===== src/rtl/spi_slave_bridge.sv =====
// SPI mode-3 responder: 16-bit header (R/W + address) then 8-bit data phase,
// translated into single-cycle register read/write strobes on clk_i.
module spi_slave_bridge #(
   parameter int HDR_W  = 16,
   parameter int DATA_W = 8,
   parameter int ADDR_W = 7
) (
   input  logic              clk_i,
   input  logic              rstn_i,
   input  logic              spi_cs_i,
   input  logic              spi_clk_i,
   input  logic              spi_mosi_i,
   output logic              spi_miso_o,
   output logic              spi_miso_t,
   output logic [ADDR_W-1:0] reg_addr_o,
   output logic [DATA_W-1:0] reg_wdata_o,
   output logic              reg_we_o,
   output logic              reg_re_o,
   input  logic [DATA_W-1:0] reg_rdata_i,
   output logic              frame_err_o,
   output logic              busy_o
);

   localparam int TOT   = HDR_W + DATA_W;
   localparam int CNT_W = $clog2(TOT + 1) + 1;
   localparam logic [CNT_W-1:0] HDR_LAST = CNT_W'(HDR_W - 1);
   localparam logic [CNT_W-1:0] TOT_LAST = CNT_W'(TOT - 1);
   localparam logic [CNT_W-1:0] TOT_CNT  = CNT_W'(TOT);

   typedef enum logic [1:0] {IDLE, HDR, DATA, DONE} state_e;

   logic [1:0] cs_sync_q, sclk_sync_q, mosi_sync_q;
   logic       cs_prev_q, sclk_prev_q;
   logic       cs_s, sclk_s, mosi_s;
   logic       cs_fall, cs_rise, sclk_rise, sclk_fall;

   state_e              state_q, state_d;
   logic [CNT_W-1:0]    cnt_q, cnt_d;
   logic [HDR_W-1:0]    sh_q, sh_d, shifted;
   logic [DATA_W-1:0]   tx_q, tx_d;
   logic [ADDR_W-1:0]   addr_q, addr_d;
   logic [DATA_W-1:0]   wdata_q, wdata_d;
   logic                rd_q, rd_d;
   logic                miso_q, miso_d;
   logic                we_q, we_d, re_q, re_d, ld_q, ld_d, err_q, err_d;

   // Idle-level presets keep reset release from looking like a CS fall or SCLK edge
   always_ff @(posedge clk_i or negedge rstn_i) begin
      if (!rstn_i) begin
         cs_sync_q   <= 2'b11;
         sclk_sync_q <= 2'b11;
         mosi_sync_q <= 2'b00;
         cs_prev_q   <= 1'b1;
         sclk_prev_q <= 1'b1;
      end else begin
         cs_sync_q   <= {cs_sync_q[0], spi_cs_i};
         sclk_sync_q <= {sclk_sync_q[0], spi_clk_i};
         mosi_sync_q <= {mosi_sync_q[0], spi_mosi_i};
         cs_prev_q   <= cs_s;
         sclk_prev_q <= sclk_s;
      end
   end

   assign cs_s      = cs_sync_q[1];
   assign sclk_s    = sclk_sync_q[1];
   assign mosi_s    = mosi_sync_q[1];
   assign cs_fall   = cs_prev_q & ~cs_s;
   assign cs_rise   = ~cs_prev_q & cs_s;
   assign sclk_rise = ~sclk_prev_q & sclk_s;
   assign sclk_fall = sclk_prev_q & ~sclk_s;
   assign shifted   = {sh_q[HDR_W-2:0], mosi_s};

   always_ff @(posedge clk_i or negedge rstn_i) begin
      if (!rstn_i) begin
         state_q <= IDLE;
         cnt_q   <= '0;
         sh_q    <= '0;
         tx_q    <= '0;
         addr_q  <= '0;
         wdata_q <= '0;
         rd_q    <= 1'b0;
         miso_q  <= 1'b0;
         we_q    <= 1'b0;
         re_q    <= 1'b0;
         ld_q    <= 1'b0;
         err_q   <= 1'b0;
      end else begin
         state_q <= state_d;
         cnt_q   <= cnt_d;
         sh_q    <= sh_d;
         tx_q    <= tx_d;
         addr_q  <= addr_d;
         wdata_q <= wdata_d;
         rd_q    <= rd_d;
         miso_q  <= miso_d;
         we_q    <= we_d;
         re_q    <= re_d;
         ld_q    <= ld_d;
         err_q   <= err_d;
      end
   end

   always_comb begin
      state_d = state_q;
      cnt_d   = cnt_q;
      sh_d    = sh_q;
      tx_d    = ld_q ? reg_rdata_i : tx_q;
      addr_d  = addr_q;
      wdata_d = wdata_q;
      rd_d    = rd_q;
      miso_d  = miso_q;
      we_d    = 1'b0;
      re_d    = 1'b0;
      ld_d    = re_q;
      err_d   = 1'b0;
      unique case (state_q)
         IDLE: begin
            if (cs_fall) begin
               state_d = HDR;
               cnt_d   = '0;
               sh_d    = '0;
               miso_d  = 1'b0;
            end
         end
         HDR: begin
            if (sclk_rise) begin
               cnt_d = cnt_q + 1'b1;
               sh_d  = shifted;
               if (cnt_q == HDR_LAST) begin
                  addr_d  = shifted[ADDR_W-1:0];
                  rd_d    = shifted[HDR_W-1];
                  re_d    = shifted[HDR_W-1];
                  state_d = DATA;
               end
            end
         end
         DATA: begin
            if (sclk_rise) begin
               cnt_d = cnt_q + 1'b1;
               sh_d  = shifted;
               if (cnt_q == TOT_LAST) begin
                  state_d = DONE;
                  miso_d  = 1'b0;
                  if (!rd_q) begin
                     wdata_d = shifted[DATA_W-1:0];
                     we_d    = 1'b1;
                  end
               end
            end else if (sclk_fall && rd_q) begin
               miso_d = tx_q[DATA_W-1];
               tx_d   = {tx_q[DATA_W-2:0], 1'b0};
            end
         end
         DONE: begin
            // Extra edges only feed the length check, saturating so they never wrap to TOT
            if (sclk_rise && cnt_q != '1) cnt_d = cnt_q + 1'b1;
         end
         default: state_d = IDLE;
      endcase
      // A CS rise is handled after the edge above, so a coincident final edge still completes
      if (state_q != IDLE && cs_rise) begin
         state_d = IDLE;
         miso_d  = 1'b0;
         err_d   = (cnt_d != '0) && (cnt_d != TOT_CNT);
      end
   end

   assign spi_miso_o  = miso_q;
   assign spi_miso_t  = !(state_q == DATA && rd_q);
   assign reg_addr_o  = addr_q;
   assign reg_wdata_o = wdata_q;
   assign reg_we_o    = we_q;
   assign reg_re_o    = re_q;
   assign frame_err_o = err_q;
   assign busy_o      = (state_q != IDLE);

endmodule


===== config.mk =====
export PLATFORM = sky130hd
export DESIGN_NAME = spi_slave_bridge
export DESIGN_NICKNAME = d
export VERILOG_FILES = /design/src/rtl/spi_slave_bridge.sv
export SDC_FILE = /design/constraint.sdc
export NUM_CORES = 1
export LEC_CHECK = 0
export BUFFER_PORTS_ARGS = -buffer_cell sky130_fd_sc_hd__buf_2
export CAP_MARGIN = 10
export CORE_MARGIN = 8
export CORE_UTILIZATION = 61
export DETAILED_ROUTE_END_ITERATION = 8
export GPL_TIMING_DRIVEN = 0
export PLACE_DENSITY = 0.92
export SLEW_MARGIN = 25
export SYNTH_ARGS = -nofsm -noshare
export SYNTH_HDL_FRONTEND = slang
export SYNTH_SLANG_ARGS = --single-unit

===== constraint.sdc =====
create_clock -name clk_i -period 4.5 [get_ports clk_i]
set_input_delay 0.9 -clock clk_i [delete_from_list [all_inputs] [get_ports clk_i]]
set_output_delay 0.9 -clock clk_i [all_outputs]
set_load 0.01 [all_outputs]

==> impl_metrics.toml, run 1 <==
[outcome]
outcome = "completed"

[detailed_routing]
finalWirelength_um = 5445
dr.pass1.iters = 4
dr_total_vias = 2002
via_per_inst = 5.671
antenna_left = 0
avgRoutedWirePerCell_um = 15.42
drc = 0
drtIter0Drc = 140

[synth]
syn-num-nets = 271
syn_inst = 252
synthArstFlopShare = 1.000
synth.cell_area_sq_mm = 0.002708
ys_ff_latch = 60
ys.flop_type = "dfrtp_1"
yosys_warnings = 0
synth_area_per_cell_sq_um = 10.74
synth-edff-count = 0
synth_top_area_share = 0.4991
synthDistinctLibCells = 44
synthTopCellsByArea = "dfrtp_1 50%, mux2_2 7.1%, nand2_1 6.1%"
yosysTopAreaCell = "dfrtp_1"
ys_seq_area_frac = 0.5573

[placement]
placed_area_sq_mm = 0.002940
portBuffers = 33
gp_congestion = 0.8930
dpl.hpwl_um = 3818

[floorplan]
rows = 24
die_x_um = 82.63
initial_core_util = 0.6262
core_sq_mm = 0.004324
ioPinCount = 34
die_h_um = 82.63
dieArea_sq_mm = 0.006827

[power_and_ir_drop]
comb_power_share = 0.305
ir_worst_vdd_v = 0.0002792
pwr-share-seq = 0.391
p_clk_frac = 0.303
powerDensity_mw_per_mm2 = 519.5
switchingPower_w = 0.0005971
p_leak_nw = 1.481
power.internal_w = 0.001040
p_sw_frac = 0.3647
finalPower_w = 0.001637

[finish]
finalInstanceArea_sq_mm = 0.003152
fin_nets = 315
syn2layout_area_growth_pct = 16.40
final-seq-area_sq_mm = 0.001509
multi_input_area_sq_mm = 0.001132
layout-drive-gt1-share = 0.2724
final_util = 0.7289
antenna_cells = 0
fillCellCount = 322

[critical_path]
max_stage_delay_ns = 0.42
rr_endpoint = "frame_err_o$_DFF_PN0_"
required_ns = 4.74
path_class = "reg2reg"
cp.arrival_ns = 2.70
crit_family = "compound AO/OA/AOI/OAI gates"
critPathLaunchType = "flop"
rrSetupSlack_ns = 2.04
cpMaxStageDelayCell = "dfrtp_1"
path_max_fanout = 10
reg2reg_depth = 8
cp.depth = 8
critical_path.cell_chain = "inv_1 -> ha_1 -> clkbuf_1 -> nor2_1 -> nor3_1 -> a21boi_0 -> o32ai_1 -> a31oi_1"
r2r-start = "state_q[1]$_DFFE_PN0P_"
end_kind = "flop"
critPathBufInv = 2

[global_routing]
track_usage = 0.1759
grt_pass1_vias = 1993
grt_overflow = 0
grt_start_max_net_pins = 61
grt_antenna_before_repair = 0
grt_pass1_wl_um = 9142

[cts]
clk_latency_ns = 0.34
clkTransAtPathRegs_ns = 0.07
cts_resized = 0
cts_hold_buf = 0
cts_tree = "yes"
clk_path_buf_depth = 2
cts_root_buf = "clkbuf_8"
clkSinkCount = 60
post-cts-setup-buffers = 0
h-tree-depth = 3
cts_buffers = 9

[sta]
rsz0062_at_grt = "no"
fin_skew_ns = 0.008921
tns_ns = 0
slew_headroom = 0.5097
drv_slew = 0
tightest_slew_ns = 0.7354
finalCritPeriodShare = 0.5469
final.min_clock_period_ns = 2.461
setup_violations = 0
hold_viol = 0
max_freq_mhz = 406.4

[hold_path]
hp-start = "mosi_sync_q[0]$_DFF_PN0_"
holdPathEnd = "mosi_sync_q[1]$_DFF_PN0_"
hold_class = "reg2reg"
hold_depth = 0

[flow_run]
drv_cap = 0
## how the worst max path moves through the flow
stage | from | end
floorplan | state_q[1]$_DFFE_PN0P_ | frame_err_o$_DFF_PN0_
global placement | state_q[1]$_DFFE_PN0P_ | frame_err_o$_DFF_PN0_
detailed placement | state_q[1]$_DFFE_PN0P_ | frame_err_o$_DFF_PN0_
CTS | state_q[1]$_DFFE_PN0P_ | frame_err_o$_DFF_PN0_
global route | state_q[1]$_DFFE_PN0P_ | frame_err_o$_DFF_PN0_
finish | state_q[1]$_DFFE_PN0P_ | frame_err_o$_DFF_PN0_
## layout make-up
cell class,count,share of cell area
sequential,60,0.4788
multi-input combinational,175,0.3593
timing repair buffer,33,0.05320
clock buffer,11,0.04803
tap,52,0.02064
clock inverter,5,0.01906
buffer,10,0.01270
inverter,7,0.008337
## kinds of logic (layout without fill, tap and decap cells)
group | after synthesis | in the layout | synth area share
compound gates | 56 | 56 | 0.1243
xor+xnor | 3 | 3 | 0.009706
fa+ha+maj | 6 | 6 | 0.02773
buf+inv | 17 | 66 | 0.02449
flops | 60 | 60 | 0.5573
mux | 27 | 27 | 0.1077
simple gates | 83 | 83 | 0.1488
## sequential cells by signal (all words and copies together), names as in the netlist, 2 cells and up
register and count:
reg_addr_o 7, mosi_sync_q 2, sh_q 15, cs_sync_q 2
tx_q 8, sclk_sync_q 2, cnt_q 6, reg_wdata_o 8
state_q 2
## cell usage in the layout, fill, tap and decap left out, drive strengths merged, types with 7 or more instances in the layout
cell type	count
nor2	16
o21ai	22
buf	36
dfrtp	54
inv	7
clkbuf	18
mux2i	10
mux2	17
a21oi	16
nand2	44
## power by group through the flow
stage / combinational [W] / sequential [W] / clock [W]
after floorplan: 0.000359 / 0.000640 / 0
after global placement: 0.000473 / 0.000645 / 0
after detailed placement: 0.000495 / 0.000649 / 0
after CTS: 0.000499 / 0.000639 / 0.000506
after global routing: 0.000555 / 0.000647 / 0.000529
final: 0.000500 / 0.000641 / 0.000497
## Yosys cell counts (2+ instances only)
cell type / n
ha_1: 6
xnor2_1: 3
mux2_2: 17
nor3_1: 3
o21ai_0: 20
dfstp_2: 6
buf_2: 2
inv_1: 7
clkbuf_1: 7
nand3_1: 3
nor2_1: 15
a31oi_1: 5
mux2i_1: 10
and3_1: 4
a21oi_1: 16
dfrtp_1: 54
nor2b_1: 2
a21o_1: 2
o31ai_1: 2
nand2_1: 44
## routing by layer
layer  global-route usage  vias up  share of wire
li1                     -      968              -
met1               0.2270      970           0.46
met2               0.2694       54           0.46
met3              0.04545       10          0.054
met4              0.08793        0          0.019
met5                    0        -              0
## metrics by stage
| stage | std cells | hold slack, ns | worst slack, ns |
|---|---|---|---|
| after global placement | 337 | 0.3330 | 2.234 |
| final | 353 | 0.3503 | 2.039 |
| after global routing | 353 | 0.3572 | 1.796 |
| after detailed placement | 337 | 0.3365 | 2.103 |
| after floorplan | 252 | 0.3312 | 2.561 |
| after CTS | 353 | 0.3528 | 2.063 |
Power figures use the tool's default switching activity.
==> run 2: changes to the inputs <==
- ABC_AREA: default -> 1
- CORE_UTILIZATION: 61 -> 52
- PLACE_DENSITY: 0.92 -> 0.84
- clock period: 4.5 -> 2.1 ns (I/O delays scaled with it)
==> run 2 against run 1 <==
  * Routed wire length increased by 15%
  * Global-route usage decreased by 1.3 points
  * Sequential power increased by 130%
  * Hold slack got worse by 0.23 ns
  * Power increased to 2.6 times the previous value
  * Cell count increased by 32%
  * First-iteration DRC count increased by 55%
  * Synthesized cell count increased by 35%
  * Register-to-register slack got worse by 2.0 ns
  * Clock skew increased by 0.0027 ns
==> impl_metrics.toml, run 2 <==
[finish]
finalInstanceArea_sq_mm = 0.003361
largest_register_ffs = 15
antenna_cells = 0
fin_nets = 407
layout-drive-gt1-share = 0.2214
syn2layout_area_growth_pct = 18.95
final_util = 0.6257
final_cell_mix = "86 x nand2_1, 54 x dfrtp_1, 38 x buf_2, 35 x inv_1, 29 x nand3_1"
layout_commonest_cell = "nand2_1"
fillCellCount = 438
largest-register = "sh_q"

[synth]
synth.cell_area_sq_mm = 0.002825
ys.flop_type = "dfrtp_1"
syn-num-nets = 359
yosysMostFrequentCell = "nand2_1"
synth_area_per_cell_sq_um = 8.309
yosysTopAreaCell = "dfrtp_1"
synthArstFlopShare = 1.000
ys_ff_latch = 60
synthTopCellsByCount = "88 x nand2_1, 54 x dfrtp_1, 36 x inv_1, 29 x nand3_1, 26 x nor2_1"
syn_inst = 340
synthDistinctLibCells = 31
yosys_warnings = 0
ys_seq_area_frac = 0.5341
synth-edff-count = 0
synth_top_area_share = 0.4783
synthTopCellsByArea = "dfrtp_1 48%, nand2_1 12%, dfstp_2 5.6%"

[floorplan]
core_sq_mm = 0.005371
initial_core_util = 0.5260
die_x_um = 89.71
die_h_um = 89.71
rows = 27
dieArea_sq_mm = 0.008048
ioPinCount = 34

[global_routing]
grt_pass1_vias = 2346
grt_antenna_before_repair = 0
grt_pass1_wl_um = 10710
grt_start_max_net_pins = 61
grt_overflow = 0
track_usage = 0.1631

[power_and_ir_drop]
p_leak_nw = 1.674
powerDensity_mw_per_mm2 = 1272
ir_worst_vdd_v = 0.0008442
finalPower_w = 0.004275

[placement]
dpl.hpwl_um = 4294
portBuffers = 33
gp_congestion = 0.8929
placed_area_sq_mm = 0.003083
post-place-ws_ns = -0.04582

[critical_path]
cp-startpoint = "state_q[0]$_DFFE_PN0P_"
rrSetupSlack_ns = 0.08
r2r-start = "state_q[0]$_DFFE_PN0P_"
critPathLaunchType = "flop"
required_ns = 2.34
reg2reg_depth = 13
path_max_fanout = 10
cp.arrival_ns = 2.26
rr_endpoint = "frame_err_o$_DFF_PN0_"
path_class = "reg2reg"
end_kind = "flop"

[detailed_routing]
dr.pass1.iters = 5
via_per_inst = 5.219
antenna_left = 0
drc = 0
avgRoutedWirePerCell_um = 13.46
drtIter0Drc = 217
finalWirelength_um = 6261
dr_total_vias = 2427

[sta]
fin_skew_ns = 0.01158
worst_slack_ns = 0.08173
slew_headroom = 0.5160
setup_violations = 0
tns_ns = 0
tightest_slew_ns = 0.7260
hold_viol = 0
final.min_clock_period_ns = 2.018
max_freq_mhz = 495.5
drv_slew = 0
finalCritPeriodShare = 0.9611

[cts]
h-tree-depth = 3
cts_tree = "yes"
cts_buffers = 9
clk_latency_ns = 0.35
clk_path_buf_depth = 2
clkTransAtPathRegs_ns = 0.08
cts_root_buf = "clkbuf_8"
clkSinkCount = 60

[hold_path]
hold_class = "in2async"

[flow_run]
drv_cap = 0

[outcome]
outcome = "completed"
run 2: logic make-up after synthesis:
kind of cell	Yosys count	share of synthesized area
and+or+nand+nor	159	0.2493
AOI/OAI and AO/OA	60	0.1120
DFF	60	0.5341
buffers and inverters	54	0.07484
adders and majority gates	6	0.02657
xor gates and xnor gates	1	0.003101
run 2: worst max-delay path, cell delays in order, from the launching register on:
cell and delay, ns:
dfrtp_1 0.42, inv_1 0.10, ha_1 0.32, buf_2 0.21, nand2_4 0.13, o21ai_0 0.08, nor2_1 0.13, nand2_1 0.07
nand2_1 0.09, clkinv_1 0.08, nand2_1 0.06, nand3_1 0.07, nor2_2 0.13, nor2_2 0.04
run 2: repair_timing:
item,CTS,global route
resized for setup,2,6
buffers inserted,0,4
hold endpoints to repair,0,0
hold buffers,0,0
setup endpoints to repair,8,16
run 2: worst max-delay path by stage:
stage / cells past startpoint / slack [ns] / to
floorplan: 11 / 0.33 / frame_err_o$_DFF_PN0_
global placement: 11 / 0.001 / frame_err_o$_DFF_PN0_
detailed placement: 11 / -0.05 / frame_err_o$_DFF_PN0_
CTS: 13 / 0.04 / frame_err_o$_DFF_PN0_
global route: 13 / -0.02 / frame_err_o$_DFF_PN0_
finish: 13 / 0.08 / frame_err_o$_DFF_PN0_
run 2: report_power, final:
part,switching (W),leakage (nW),internal [W]
clock network,0.000500,0.110,0.000675
logic,0.00110,0.807,0.000547
registers,0.000150,0.756,0.00130
run 2: layout make-up:
cell class	instances	area, sq um	share of cell area
inverter	44	165.2	0.04914
buffer	10	48.80	0.01452
clock inverter	7	98.84	0.02941
multi-input combinational	226	1127	0.3354
sequential	60	1509	0.4490
tap	72	90.09	0.02681
timing repair buffer	37	197.7	0.05882
clock buffer	9	123.9	0.03686
run 2: metrics by stage:
step,hold WS [ns],cells
after floorplan,0.1244,340
after global placement,0.3337,445
after detailed placement,0.3347,445
after CTS,0.1550,461
after global routing,0.1407,465
final,0.1195,465
run 2: metal layers:
metal,global-route usage,wire length (um),vias up
met5,0,0,-
li1,-,-,1192
met1,0.1999,2800,1164
met4,0.05642,77,0
met3,0.06650,372,7
met2,0.2528,3011,64
